<file path="src/rtl/collision_defs.sv">
// Shared collision definitions: direction codes, screen geometry, default sprite
// and move sizes, and the corner index encoding used by the probe scheduler,
// the collision detector and the movement logic.
package collision_defs;

  // Direction codes; 6 and 7 are unused and behave like DirNoAction.
  typedef enum logic [2:0] {
    DirNoAction = 3'd0,
    DirAttack   = 3'd1,
    DirUp       = 3'd2,
    DirDown     = 3'd3,
    DirLeft     = 3'd4,
    DirRight    = 3'd5
  } dir_e;

  localparam int unsigned SCREEN_W      = 320;
  localparam int unsigned SCREEN_H      = 240;
  localparam int unsigned DEF_SPRITE_PX = 16;
  localparam int unsigned DEF_MOVE_PX   = 1;

  // Probe order within one requester.
  typedef enum logic [1:0] {
    CornerTl = 2'd0,
    CornerTr = 2'd1,
    CornerBl = 2'd2,
    CornerBr = 2'd3
  } corner_e;

  function automatic logic corner_is_right(corner_e c);
    return (c == CornerTr) || (c == CornerBr);
  endfunction

  function automatic logic corner_is_bottom(corner_e c);
    return (c == CornerBl) || (c == CornerBr);
  endfunction

endpackage

</file>
<file path="src/rtl/vga_address_translator.sv">
// Maps an on-screen pixel coordinate to a linear framebuffer/ROM address.
// Ports:
//   x_i       - pixel column, 0..319
//   y_i       - pixel row, 0..239
//   address_o - y*320 + x
module vga_address_translator (
  input  logic [8:0]  x_i,
  input  logic [7:0]  y_i,
  output logic [16:0] address_o
);

  // y*320 = y*256 + y*64
  assign address_o = {1'b0, y_i, 8'd0} + {3'd0, y_i, 6'd0} + {8'd0, x_i};

endmodule

</file>
<file path="src/rtl/map_probe_scheduler.sv">
// Shares one levelmap ROM read port among NUM_REQ characters. On start it
// latches every participating character's position/direction, probes the four
// sprite corners displaced by the intended move, and reports one blocked bit
// per character with a done pulse.
// Ports:
//   clock, reset             - clock; asynchronous active-low reset
//   start                    - begin a round (accepted only when idle)
//   req_valid/req_x/req_y/req_dir - packed per-requester inputs, latched at start
//   map_address, map_q       - ROM address out; ROM data in (one-cycle latency)
//   busy, done               - round in progress; one-cycle results-updated pulse
//   map_collision            - per-requester blocked flags, held until next done
module map_probe_scheduler
  import collision_defs::*;
#(
  parameter int unsigned NUM_REQ   = 3,
  parameter int unsigned SPRITE_PX = DEF_SPRITE_PX,
  parameter int unsigned MOVE_PX   = DEF_MOVE_PX
) (
  input  logic                 clock,
  input  logic                 reset,
  input  logic                 start,
  input  logic [NUM_REQ-1:0]   req_valid,
  input  logic [9*NUM_REQ-1:0] req_x,
  input  logic [8*NUM_REQ-1:0] req_y,
  input  logic [3*NUM_REQ-1:0] req_dir,
  output logic [16:0]          map_address,
  input  logic                 map_q,
  output logic                 busy,
  output logic                 done,
  output logic [NUM_REQ-1:0]   map_collision
);

  localparam int unsigned IdxW = (NUM_REQ > 1) ? $clog2(NUM_REQ) : 1;
  localparam logic signed [9:0] MovePx = 10'(MOVE_PX);
  localparam logic signed [9:0] SprOff = 10'(SPRITE_PX - 1);
  localparam logic signed [9:0] ScrW   = 10'(SCREEN_W);
  localparam logic signed [9:0] ScrH   = 10'(SCREEN_H);

  typedef enum logic [1:0] {StIdle, StProbe, StDrain, StDone} state_e;

  state_e               state_q, state_d;
  logic [NUM_REQ-1:0]   valid_q;
  logic [9*NUM_REQ-1:0] x_q;
  logic [8*NUM_REQ-1:0] y_q;
  logic [3*NUM_REQ-1:0] dir_q;
  logic [IdxW-1:0]      req_q, req_d;
  corner_e              corner_q, corner_d;
  logic [IdxW-1:0]      tag_req_q, tag_req_d;
  logic                 tag_oor_q, tag_oor_d;
  logic                 tag_vld_q, tag_vld_d;
  logic [NUM_REQ-1:0]   acc_q, acc_d;
  logic [NUM_REQ-1:0]   coll_q, coll_d;
  logic                 latch_en;

  logic [8:0]        cur_x;
  logic [7:0]        cur_y;
  logic [2:0]        cur_dir;
  logic signed [9:0] dx, dy, cx, cy;
  logic              oor;
  logic [8:0]        probe_x;
  logic [7:0]        probe_y;
  logic              nxt_found, first_found;
  logic [IdxW-1:0]   nxt_idx, first_idx;

  // Corner generator: current requester's latched state plus move and corner offset.
  always_comb begin
    cur_x   = '0;
    cur_y   = '0;
    cur_dir = '0;
    for (int r = 0; r < NUM_REQ; r++) begin
      if (IdxW'(r) == req_q) begin
        cur_x   = x_q[9*r +: 9];
        cur_y   = y_q[8*r +: 8];
        cur_dir = dir_q[3*r +: 3];
      end
    end
    dx = '0;
    dy = '0;
    case (cur_dir)
      DirUp:    dy = -MovePx;
      DirDown:  dy = MovePx;
      DirLeft:  dx = -MovePx;
      DirRight: dx = MovePx;
      default:  ;
    endcase
    cx = $signed({1'b0, cur_x}) + dx + (corner_is_right(corner_q) ? SprOff : 10'sd0);
    cy = $signed({2'b0, cur_y}) + dy + (corner_is_bottom(corner_q) ? SprOff : 10'sd0);
    oor = (cx < 10'sd0) || (cx >= ScrW) || (cy < 10'sd0) || (cy >= ScrH);
    // Off-screen corners still issue a (clamped) read so the cadence is fixed.
    probe_x = (state_q == StProbe && !oor) ? cx[8:0] : '0;
    probe_y = (state_q == StProbe && !oor) ? cy[7:0] : '0;
  end

  // Lowest valid requester above the current one, and lowest valid at start.
  always_comb begin
    nxt_found   = 1'b0;
    nxt_idx     = '0;
    first_found = 1'b0;
    first_idx   = '0;
    for (int r = NUM_REQ - 1; r >= 0; r--) begin
      if (valid_q[r] && (IdxW'(r) > req_q)) begin
        nxt_found = 1'b1;
        nxt_idx   = IdxW'(r);
      end
      if (req_valid[r]) begin
        first_found = 1'b1;
        first_idx   = IdxW'(r);
      end
    end
  end

  always_comb begin
    state_d   = state_q;
    req_d     = req_q;
    corner_d  = corner_q;
    tag_req_d = '0;
    tag_oor_d = 1'b0;
    tag_vld_d = 1'b0;
    coll_d    = coll_q;
    latch_en  = 1'b0;

    // Merge the ROM answer for the slot issued last cycle.
    acc_d = acc_q;
    for (int r = 0; r < NUM_REQ; r++) begin
      if (tag_vld_q && (IdxW'(r) == tag_req_q) && (tag_oor_q || !map_q)) begin
        acc_d[r] = 1'b1;
      end
    end

    unique case (state_q)
      StIdle: begin
        if (start) begin
          latch_en = 1'b1;
          acc_d    = '0;
          req_d    = first_idx;
          corner_d = CornerTl;
          state_d  = first_found ? StProbe : StDrain;
        end
      end
      StProbe: begin
        tag_vld_d = 1'b1;
        tag_req_d = req_q;
        tag_oor_d = oor;
        if (corner_q == CornerBr) begin
          corner_d = CornerTl;
          if (nxt_found) begin
            req_d = nxt_idx;
          end else begin
            state_d = StDrain;
          end
        end else begin
          corner_d = corner_e'(corner_q + 2'd1);
        end
      end
      StDrain: begin
        coll_d  = acc_d;
        state_d = StDone;
      end
      StDone: begin
        state_d = StIdle;
      end
      default: state_d = StIdle;
    endcase
  end

  always_ff @(posedge clock or negedge reset) begin
    if (!reset) begin
      state_q   <= StIdle;
      valid_q   <= '0;
      x_q       <= '0;
      y_q       <= '0;
      dir_q     <= '0;
      req_q     <= '0;
      corner_q  <= CornerTl;
      tag_req_q <= '0;
      tag_oor_q <= 1'b0;
      tag_vld_q <= 1'b0;
      acc_q     <= '0;
      coll_q    <= '0;
    end else begin
      state_q   <= state_d;
      req_q     <= req_d;
      corner_q  <= corner_d;
      tag_req_q <= tag_req_d;
      tag_oor_q <= tag_oor_d;
      tag_vld_q <= tag_vld_d;
      acc_q     <= acc_d;
      coll_q    <= coll_d;
      if (latch_en) begin
        valid_q <= req_valid;
        x_q     <= req_x;
        y_q     <= req_y;
        dir_q   <= req_dir;
      end
    end
  end

  vga_address_translator u_addr (
    .x_i      (probe_x),
    .y_i      (probe_y),
    .address_o(map_address)
  );

  assign busy          = (state_q != StIdle);
  assign done          = (state_q == StDone);
  assign map_collision = coll_q;

endmodule

</file>
<file path="config.mk">
export PLATFORM = sky130hd
export DESIGN_NAME = map_probe_scheduler
export DESIGN_NICKNAME = d
export VERILOG_FILES = /design/src/rtl/collision_defs.sv /design/src/rtl/vga_address_translator.sv /design/src/rtl/map_probe_scheduler.sv
export SDC_FILE = /design/constraint.sdc
export NUM_CORES = 1
export LEC_CHECK = 0
export CORE_ASPECT_RATIO = 0.75
export CORE_UTILIZATION = 57
export DETAILED_ROUTE_END_ITERATION = 6
export GPL_ROUTABILITY_DRIVEN = 0
export PLACE_DENSITY = 0.85
export SLEW_MARGIN = 5
export SYNTH_ARGS = -nofsm -noshare
export SYNTH_HDL_FRONTEND = slang
export SYNTH_HIERARCHICAL = 1
export SYNTH_SLANG_ARGS = --single-unit
</file>
<file path="constraint.sdc">
create_clock -name clock -period 15.47 [get_ports clock]
set_input_delay 4.641 -clock clock [delete_from_list [all_inputs] [get_ports clock]]
set_output_delay 4.641 -clock clock [all_outputs]
set_load 0.1 [all_outputs]
</file>
==> impl_results.html <==
<table>
<tr><th>Metric</th><th>Value</th></tr>
<tr><th colspan="2">Timing</th></tr>
<tr><td>Sum Neg Setup Slack</td><td>0 ns</td></tr>
<tr><td>Final critical-path share of the clock period</td><td>between 80 and 90%</td></tr>
<tr><td>Transition time at the pin with the least slew margin</td><td>0.994 ns</td></tr>
<tr><td>Clock skew</td><td>0.00384 ns</td></tr>
<tr><td>Max Clk Rate</td><td>0.0743 GHz</td></tr>
<tr><td>Unrepaired setup endpoints after global routing</td><td>false</td></tr>
<tr><td>Shortest clock period the worst path allows after layout</td><td>about 13 ns</td></tr>
<tr><td>Count of final max-slew check failures</td><td>0</td></tr>
<tr><td>Number of endpoints failing setup at the final stage</td><td>0</td></tr>
<tr><td>Count of endpoints failing hold in the final timing report</td><td>0</td></tr>
<tr><td>Slew Limit Headroom</td><td>33.5%</td></tr>
<tr><th colspan="2">Global routing</th></tr>
<tr><td>Total track usage</td><td>between 20% and 30%</td></tr>
<tr><td>Gr ovfl total</td><td>0</td></tr>
<tr><td>Via count of the first global-routing pass</td><td>between 4k and 5k</td></tr>
<tr><td>Global-route wire length before repair</td><td>19100 um</td></tr>
<tr><td>Pin count of the biggest net entering global routing</td><td>around 80</td></tr>
<tr><td>Number of antenna violations at the first check in global routing</td><td>0</td></tr>
<tr><th colspan="2">Floorplanning</th></tr>
<tr><td>Die height</td><td>roughly 86 um</td></tr>
<tr><td>Overall die width</td><td>114 um</td></tr>
<tr><td>Die outline area</td><td>~9800 um2</td></tr>
<tr><td>Std cell rows</td><td>30</td></tr>
<tr><td>Number of top-level design ports</td><td>slightly below 90</td></tr>
<tr><td>Std-Cell Core Area</td><td>just over 9000 um2</td></tr>
<tr><td>Initial core utilization</td><td>between 50% and 60%</td></tr>
<tr><th colspan="2">Hold path</th></tr>
<tr><td>Worst hold path class</td><td>reg -&gt; reg</td></tr>
<tr><td>Hold path startpoint</td><td>x_q[3]</td></tr>
<tr><td>Min-Delay Path Depth</td><td>1</td></tr>
<tr><td>Endpoint with the worst hold slack</td><td>x_q[3]</td></tr>
<tr><th colspan="2">Worst setup path</th></tr>
<tr><td>Worst Path Max Fanout</td><td>24</td></tr>
<tr><td>Critical R2R Capture</td><td>tag_oor_q</td></tr>
<tr><td>Number of cells on the worst reg-to-reg path</td><td>14</td></tr>
<tr><td>Register-to-register setup slack</td><td>around 9.9 ns</td></tr>
<tr><td>R2R Path Start</td><td>req_q[0]</td></tr>
<tr><td>Critical path arrival</td><td>8.81 ns</td></tr>
<tr><td>Worst Setup End Kind</td><td>output pin</td></tr>
<tr><td>CP Class</td><td>reg -&gt; out</td></tr>
<tr><td>Element type at the critical path start</td><td>register</td></tr>
<tr><td>Required time at the endpoint of the critical path</td><td>between 10 and 15 ns</td></tr>
<tr><th colspan="2">Cells and area</th></tr>
<tr><td>NumNets Final</td><td>around 700</td></tr>
<tr><td>Share of layout cells above drive strength 1</td><td>between 10% and 20%</td></tr>
<tr><td>Sequential cell area</td><td>1950 um2</td></tr>
<tr><td>Area growth, synth to finish</td><td>22.8%</td></tr>
<tr><td>Commonest non-fill, non-tap cell in the layout</td><td>sky130_fd_sc_hd__clkdlybuf4s50_1</td></tr>
<tr><td>Antenna diode count</td><td>0</td></tr>
<tr><td>Commonest cells after routing, fill and taps aside</td><td>sky130_fd_sc_hd__clkdlybuf4s50_1, sky130_fd_sc_hd__dfrtp_1, sky130_fd_sc_hd__mux2_2</td></tr>
<tr><td>Area taken by multi-input logic gates</td><td>3160 um2</td></tr>
<tr><td>Number of inserted filler cells in the final layout</td><td>662</td></tr>
<tr><th colspan="2">Drt</th></tr>
<tr><td>Routed wirelength normalized by instance count</td><td>16.1 um</td></tr>
<tr><td>Overall via count from detail_route</td><td>around 4k</td></tr>
<tr><td>Total wire length after detailed routing</td><td>11500 um</td></tr>
<tr><td>Vias per inst</td><td>roughly 5.6</td></tr>
<tr><td>Remaining number of nets flagged by the antenna check after routing</td><td>0</td></tr>
<tr><td>DRC</td><td>0</td></tr>
<tr><td>Number of DRC markers in iteration 0</td><td>slightly above 200</td></tr>
<tr><td>First-pass DRT Iterations</td><td>4</td></tr>
<tr><th colspan="2">Synthesis</th></tr>
<tr><td>Post-synth top area share</td><td>36.3%</td></tr>
<tr><td>Netlist area before placement</td><td>around 5400 um2</td></tr>
<tr><td>Post-Synthesis Net Count</td><td>approximately 630</td></tr>
<tr><td>Register bit total from synthesis</td><td>78</td></tr>
<tr><td>Synth top area cells</td><td>sky130_fd_sc_hd__dfrtp_1, sky130_fd_sc_hd__mux2_2, sky130_fd_sc_hd__ha_1</td></tr>
<tr><td>Number of unique standard cell types used by synthesis</td><td>60</td></tr>
<tr><td>Number of enable-type register cells in the synthesized netlist</td><td>0</td></tr>
<tr><td>Count of yosys warnings during synthesis</td><td>6</td></tr>
<tr><td>Async S/R FF share, synth</td><td>100%</td></tr>
<tr><td>Share of the yosys chip area belonging to registers</td><td>~36%</td></tr>
<tr><td>Syn_area_per_cell</td><td>10.8 um2</td></tr>
<tr><td>Ys flop type</td><td>sky130_fd_sc_hd__dfrtp_1</td></tr>
<tr><td>Cell accounting for the most synthesized area</td><td>sky130_fd_sc_hd__dfrtp_1</td></tr>
<tr><td>Gate count after technology mapping</td><td>500</td></tr>
<tr><th colspan="2">CTS</th></tr>
<tr><td>Register clock-pin slew on the reported worst setup and hold paths</td><td>roughly 0.06 ns</td></tr>
<tr><td>TritonCTS Sinks</td><td>78</td></tr>
<tr><td>Total setup buffers inserted after CTS</td><td>0</td></tr>
<tr><td>Root buf cell</td><td>sky130_fd_sc_hd__clkbuf_16</td></tr>
<tr><td>Clock tree from TritonCTS</td><td>done</td></tr>
<tr><td>Later-pin clock latency in the skew report</td><td>0.34 ns</td></tr>
<tr><td>Number of buffers added to fix hold violations after cts</td><td>0</td></tr>
<tr><td>Maximum buffer depth of the clock tree</td><td>2</td></tr>
<tr><td>Level count of the clock H-tree</td><td>3</td></tr>
<tr><td>Post-CTS Resized</td><td>0</td></tr>
<tr><td>TritonCTS buffer count</td><td>9</td></tr>
<tr><th colspan="2">Place</th></tr>
<tr><td>Detailed Place HPWL</td><td>about 8400 um</td></tr>
<tr><td>Port buffer count</td><td>88</td></tr>
<tr><th colspan="2">Outcome</th></tr>
<tr><td>Run status</td><td>completed</td></tr>
<tr><th colspan="2">Run</th></tr>
<tr><td>Total of max-cap violations</td><td>0</td></tr>
</table>
## worst max path at each step
stage                   from         endpoint  slack, ns  cells past startpoint
CTS                 req_q[0]  map_address[15]       1.60                     23
global placement    req_q[0]  map_address[15]       2.54                     23
global route        req_q[0]  map_address[15]       1.37                     23
floorplan           req_q[0]  map_address[14]       3.29                     23
finish              req_q[0]  map_address[15]       2.02                     23
detailed placement  req_q[0]  map_address[15]       2.17                     23
## cells in the mapped netlist (2+ instances only)
cell / number
sky130_fd_sc_hd__o22ai_2: 2
sky130_fd_sc_hd__o31ai_1: 2
sky130_fd_sc_hd__o21a_1: 5
sky130_fd_sc_hd__nor3_2: 11
sky130_fd_sc_hd__xor2_1: 6
sky130_fd_sc_hd__nand3b_1: 3
sky130_fd_sc_hd__o211ai_1: 4
sky130_fd_sc_hd__xnor2_1: 8
sky130_fd_sc_hd__buf_6: 2
sky130_fd_sc_hd__fa_1: 12
sky130_fd_sc_hd__nand2b_1: 5
sky130_fd_sc_hd__nand4_1: 2
sky130_fd_sc_hd__nor3_1: 2
sky130_fd_sc_hd__and2_1: 2
sky130_fd_sc_hd__a211oi_1: 2
sky130_fd_sc_hd__or2_2: 2
sky130_fd_sc_hd__mux2_2: 62
sky130_fd_sc_hd__a21oi_1: 27
sky130_fd_sc_hd__dfrtp_1: 78
sky130_fd_sc_hd__a21oi_2: 3
sky130_fd_sc_hd__o21ai_0: 17
sky130_fd_sc_hd__inv_1: 35
sky130_fd_sc_hd__a31oi_1: 3
sky130_fd_sc_hd__nor3b_1: 4
sky130_fd_sc_hd__nor4_1: 7
sky130_fd_sc_hd__o41ai_2: 2
sky130_fd_sc_hd__nand3_1: 5
sky130_fd_sc_hd__ha_1: 47
sky130_fd_sc_hd__o21ai_1: 3
sky130_fd_sc_hd__a21o_1: 4
sky130_fd_sc_hd__buf_2: 2
sky130_fd_sc_hd__nor2b_1: 5
sky130_fd_sc_hd__nand2_1: 30
sky130_fd_sc_hd__a2bb2oi_1: 2
sky130_fd_sc_hd__mux2i_1: 20
sky130_fd_sc_hd__and3_1: 3
sky130_fd_sc_hd__nor2_1: 31
sky130_fd_sc_hd__buf_4: 7
sky130_fd_sc_hd__clkbuf_1: 12
## worst max-delay path, cell delays in order (launching register included)
cell and delay [ns]:
sky130_fd_sc_hd__dfrtp_1 0.84, sky130_fd_sc_hd__nor2b_2 0.81, sky130_fd_sc_hd__a2bb2oi_1 0.23, sky130_fd_sc_hd__or2_2 0.36, sky130_fd_sc_hd__nand2b_1 0.27, sky130_fd_sc_hd__fa_1 0.57, sky130_fd_sc_hd__inv_1 0.04, sky130_fd_sc_hd__ha_1 0.23
sky130_fd_sc_hd__fa_1 0.43, sky130_fd_sc_hd__a21oi_1 0.29, sky130_fd_sc_hd__o21ai_1 0.11, sky130_fd_sc_hd__a31oi_1 0.21, sky130_fd_sc_hd__xor2_1 0.26, sky130_fd_sc_hd__o311ai_4 0.32, sky130_fd_sc_hd__nor4_1 0.45, sky130_fd_sc_hd__inv_1 0.11
sky130_fd_sc_hd__fa_1 0.52, sky130_fd_sc_hd__inv_1 0.07, sky130_fd_sc_hd__fa_1 0.47, sky130_fd_sc_hd__a21oi_2 0.19, sky130_fd_sc_hd__o22ai_2 0.12, sky130_fd_sc_hd__o41ai_2 0.24, sky130_fd_sc_hd__xnor2_1 0.15, sky130_fd_sc_hd__clkdlybuf4s50_1 1.14
## layout make-up
class / count / share of cell area, %
clock buffer: 12 / 3.73
clock inverter: 4 / 0.834
inverter: 35 / 1.99
multi-input combinational: 363 / 47.9
sequential: 78 / 29.6
tap: 128 / 2.43
timing repair buffer: 90 / 13.5
## sequential cells by signal, summed over array words and instances (netlist names), 3 cells and up
| name | cells |
|---|---|
| x_q | 27 |
| y_q | 24 |
| dir_q | 9 |
| acc_q | 3 |
| map_collision | 3 |
## stage by stage
step	utilization [%]	setup WS, ns	hold WS [ns]	cells	area, um2
6_report	72.7	2.02	0.504	710	6600
5_1_grt	72.7	1.37	0.521	710	6600
4_1_cts	72.7	1.60	0.505	710	6600
3_5_place_dp	69.3	2.17	0.492	694	6300
3_3_place_gp	69.3	2.54	0.487	694	6300
2_1_floorplan	-	3.29	0.471	500	5380
## cells by family (layout without fill, tap and decap cells)
group / after synthesis / in the layout / share of synthesized area, %
buf+inv: 59 / 141 / 4.93
simple gates: 116 / 116 / 11.6
flops: 78 / 78 / 36.3
compound gates: 92 / 92 / 12.8
xor+xnor: 14 / 14 / 2.28
fa+ha+maj: 59 / 59 / 15.4
mux: 82 / 82 / 16.7
## layer usage
metal / vias up / part of all wire, % / global-route usage, %
li1: 1928 / - / -
met1: 1935 / 45 / 33.1
met2: 119 / 48 / 41.0
met3: 22 / 5.2 / 6.29
met4: 0 / 1.6 / 8.03
met5: - / 0 / 0
Power is left out: the tool's default activity adds up to more than one toggle a clock period on the data nets, which glitch-free logic cannot reach.
==> edit, RTL diff (config.mk and constraints unchanged) <==
Encoding of `state_e`: now one-hot (4 bits for 4 states).
--- a/src/rtl/map_probe_scheduler.sv
+++ b/src/rtl/map_probe_scheduler.sv
@@ -36,7 +36,7 @@
   localparam logic signed [9:0] ScrW   = 10'(SCREEN_W);
   localparam logic signed [9:0] ScrH   = 10'(SCREEN_H);
 
-  typedef enum logic [1:0] {StIdle, StProbe, StDrain, StDone} state_e;
+  typedef enum logic [3:0] {StIdle = 4'b0001, StProbe = 4'b0010, StDrain = 4'b0100, StDone = 4'b1000} state_e;
 
   state_e               state_q, state_d;
   logic [NUM_REQ-1:0]   valid_q;
Formal check against the unedited RTL: same outputs for any inputs over 4 cycles, from zero or initial values and one cycle with reset low; so few cycles prove little.
==> edit against the unedited design <==
Wire length increased by 14%; setup slack improved by 440 ps; cell count increased by 18%; critical path depth decreased by 1; largest cell class unchanged; highest routed layer unchanged; critical endpoint is now map_address[14]; cell area increased by 1.8%; clock skew increased by 0.95 ps; area after synthesis increased by 3.0%; count of clock-buffer cells in the layout decreased by 1; synthesized cell count increased by 28%; sequential cell count increased by 2.
Power is not shown: default switching activity piles up to over one toggle a cycle in this logic, so the estimate is an artifact.
==> edit: results (changes against the unedited design) <==
[yosys]
synth_commonest_cells = nand2_1 (210), dfrtp_1 (79), ha_1 (43)  ; was dfrtp_1 (78), mux2_2 (62), ha_1 (47)
synth_fa_ha_area_share_pct = 14.1  ; was 15.4%
syn_nets = 762  ; was 626
yosysUniqueCellTypes = 67  ; was 60
synth.top_cells.by_area = dfrtp_1 (36%), nand2_1 (14%), ha_1 (9.7%)  ; was dfrtp_1 (36%), mux2_2 (13%), ha_1 (11%)
synth_xor_area_share_pct = 3.32  ; was 2.28%
synth_cells = 640  ; was 500
ys_seq_area_share_pct = 36.2  ; was 36.3%
synth_compound_area_share_pct = 12.4  ; was 12.8%
synthMuxAreaShare_pct = 3.89  ; was 16.7%

[drt]
wl_met2_mm = 6.53  ; was 5.47 mm
wl_per_cell_um = 15.5  ; was 16.1 um
first_pass_iters = 6  ; was 4
m1WireLength_mm = 5.52  ; was 5.20 mm
wl_met3_um = 785  ; was 595 um
via_per_inst = 5.54  ; was 5.64
drtIter0Drc = 322  ; was 205

[worst_setup_path]
crit_arrival_ps = 8370  ; was 8810 ps
crit_path_end = map_address[14]  ; was map_address[15]
r2r-start = req_q[0]  ; unchanged
reg2reg_depth = 15  ; was 14
cp-start-kind = flop  ; unchanged
worst-r2r-setup-slack_ps = 10320  ; was 9900 ps

[status]
status = finished, final reports clean  ; unchanged

[timing]
slew_headroom_pct = 23.3  ; was 33.5%
fin_skew_ps = 4.79  ; was 3.84 ps
holdWs_ps = 480  ; was 504 ps
drv_slew = 0  ; unchanged
fin_ws_ps = 2450  ; was 2020 ps

[cells_and_area]
finalNonFillerCells = 841  ; was 710
final_layout_size_suffix_gt1_share_pct = 7.43  ; was 18.7%
fillers = 694  ; was 662
final_area_um2 = 6720  ; was 6600 um^2

[placement]
numPortBuffers = 88  ; unchanged
dpl_cell_area_um2 = 6420  ; was 6300 um^2
place_hpwl_mm = 9.68  ; was 8.40 mm
dp_cells = 825  ; was 694
place_ws_ps = 2950  ; was 2170 ps

[global_routing]
grt_pass1_wl_mm = 22.4  ; was 19.1 mm
grt_max_degree = 81  ; was 79
grt_pass1_vias = 4903  ; was 4017
use_met1_pct = 35.1  ; was 33.1%
grt_usage_pct = 28.8  ; was 25.2%
gr-usage-met2_pct = 51.4  ; was 41.0%
use_met3_pct = 6.75  ; was 6.29%

[min_path]
min_to = x_q[18]  ; was x_q[3]
min-delay-start = x_q[18]  ; was x_q[3]
hold_path_depth = 2  ; was 1

[clock_tree]
cts.htree.levels = 3  ; unchanged

[die]
core-area_um2 = 9230  ; was 9080 um^2

==> edit: area by class of cell <==
class / instances / area share (%)
multi-input combinational: 489 / 47.8
clock buffer: 11 / 3.76
clock inverter: 5 / 0.819
sequential: 80 / 29.8
tap: 128 / 2.38
timing repair buffer: 91 / 13.4
inverter: 37 / 2.07
==> edit: kinds of logic after synthesis <==
family / after synthesis
XOR/XNOR: 21
buffers and inverters: 71
flip-flops: 80
AO/OA/AOI/OAI: 95
adder cells (fa/ha/maj): 55
multiplexers: 21
AND/OR/NAND/NOR: 297
==> edit: worst max-delay path: stages (launching register included) <==
cell,delay [ps]
dfrtp_1,800
nor2b_1,210
buf_4,260
a2bb2oi_1,150
or2_2,350
nand2b_1,270
fa_1,590
inv_1,40
ha_1,230
fa_1,430
a211oi_1,260
o21a_1,240
mux2_4,320
o211ai_2,300
inv_2,220
nor4_1,610
ha_1,360
ha_1,380
a21oi_2,220
o22a_1,170
o41ai_2,80
a311oi_1,320
clkdlybuf4s50_1,1200
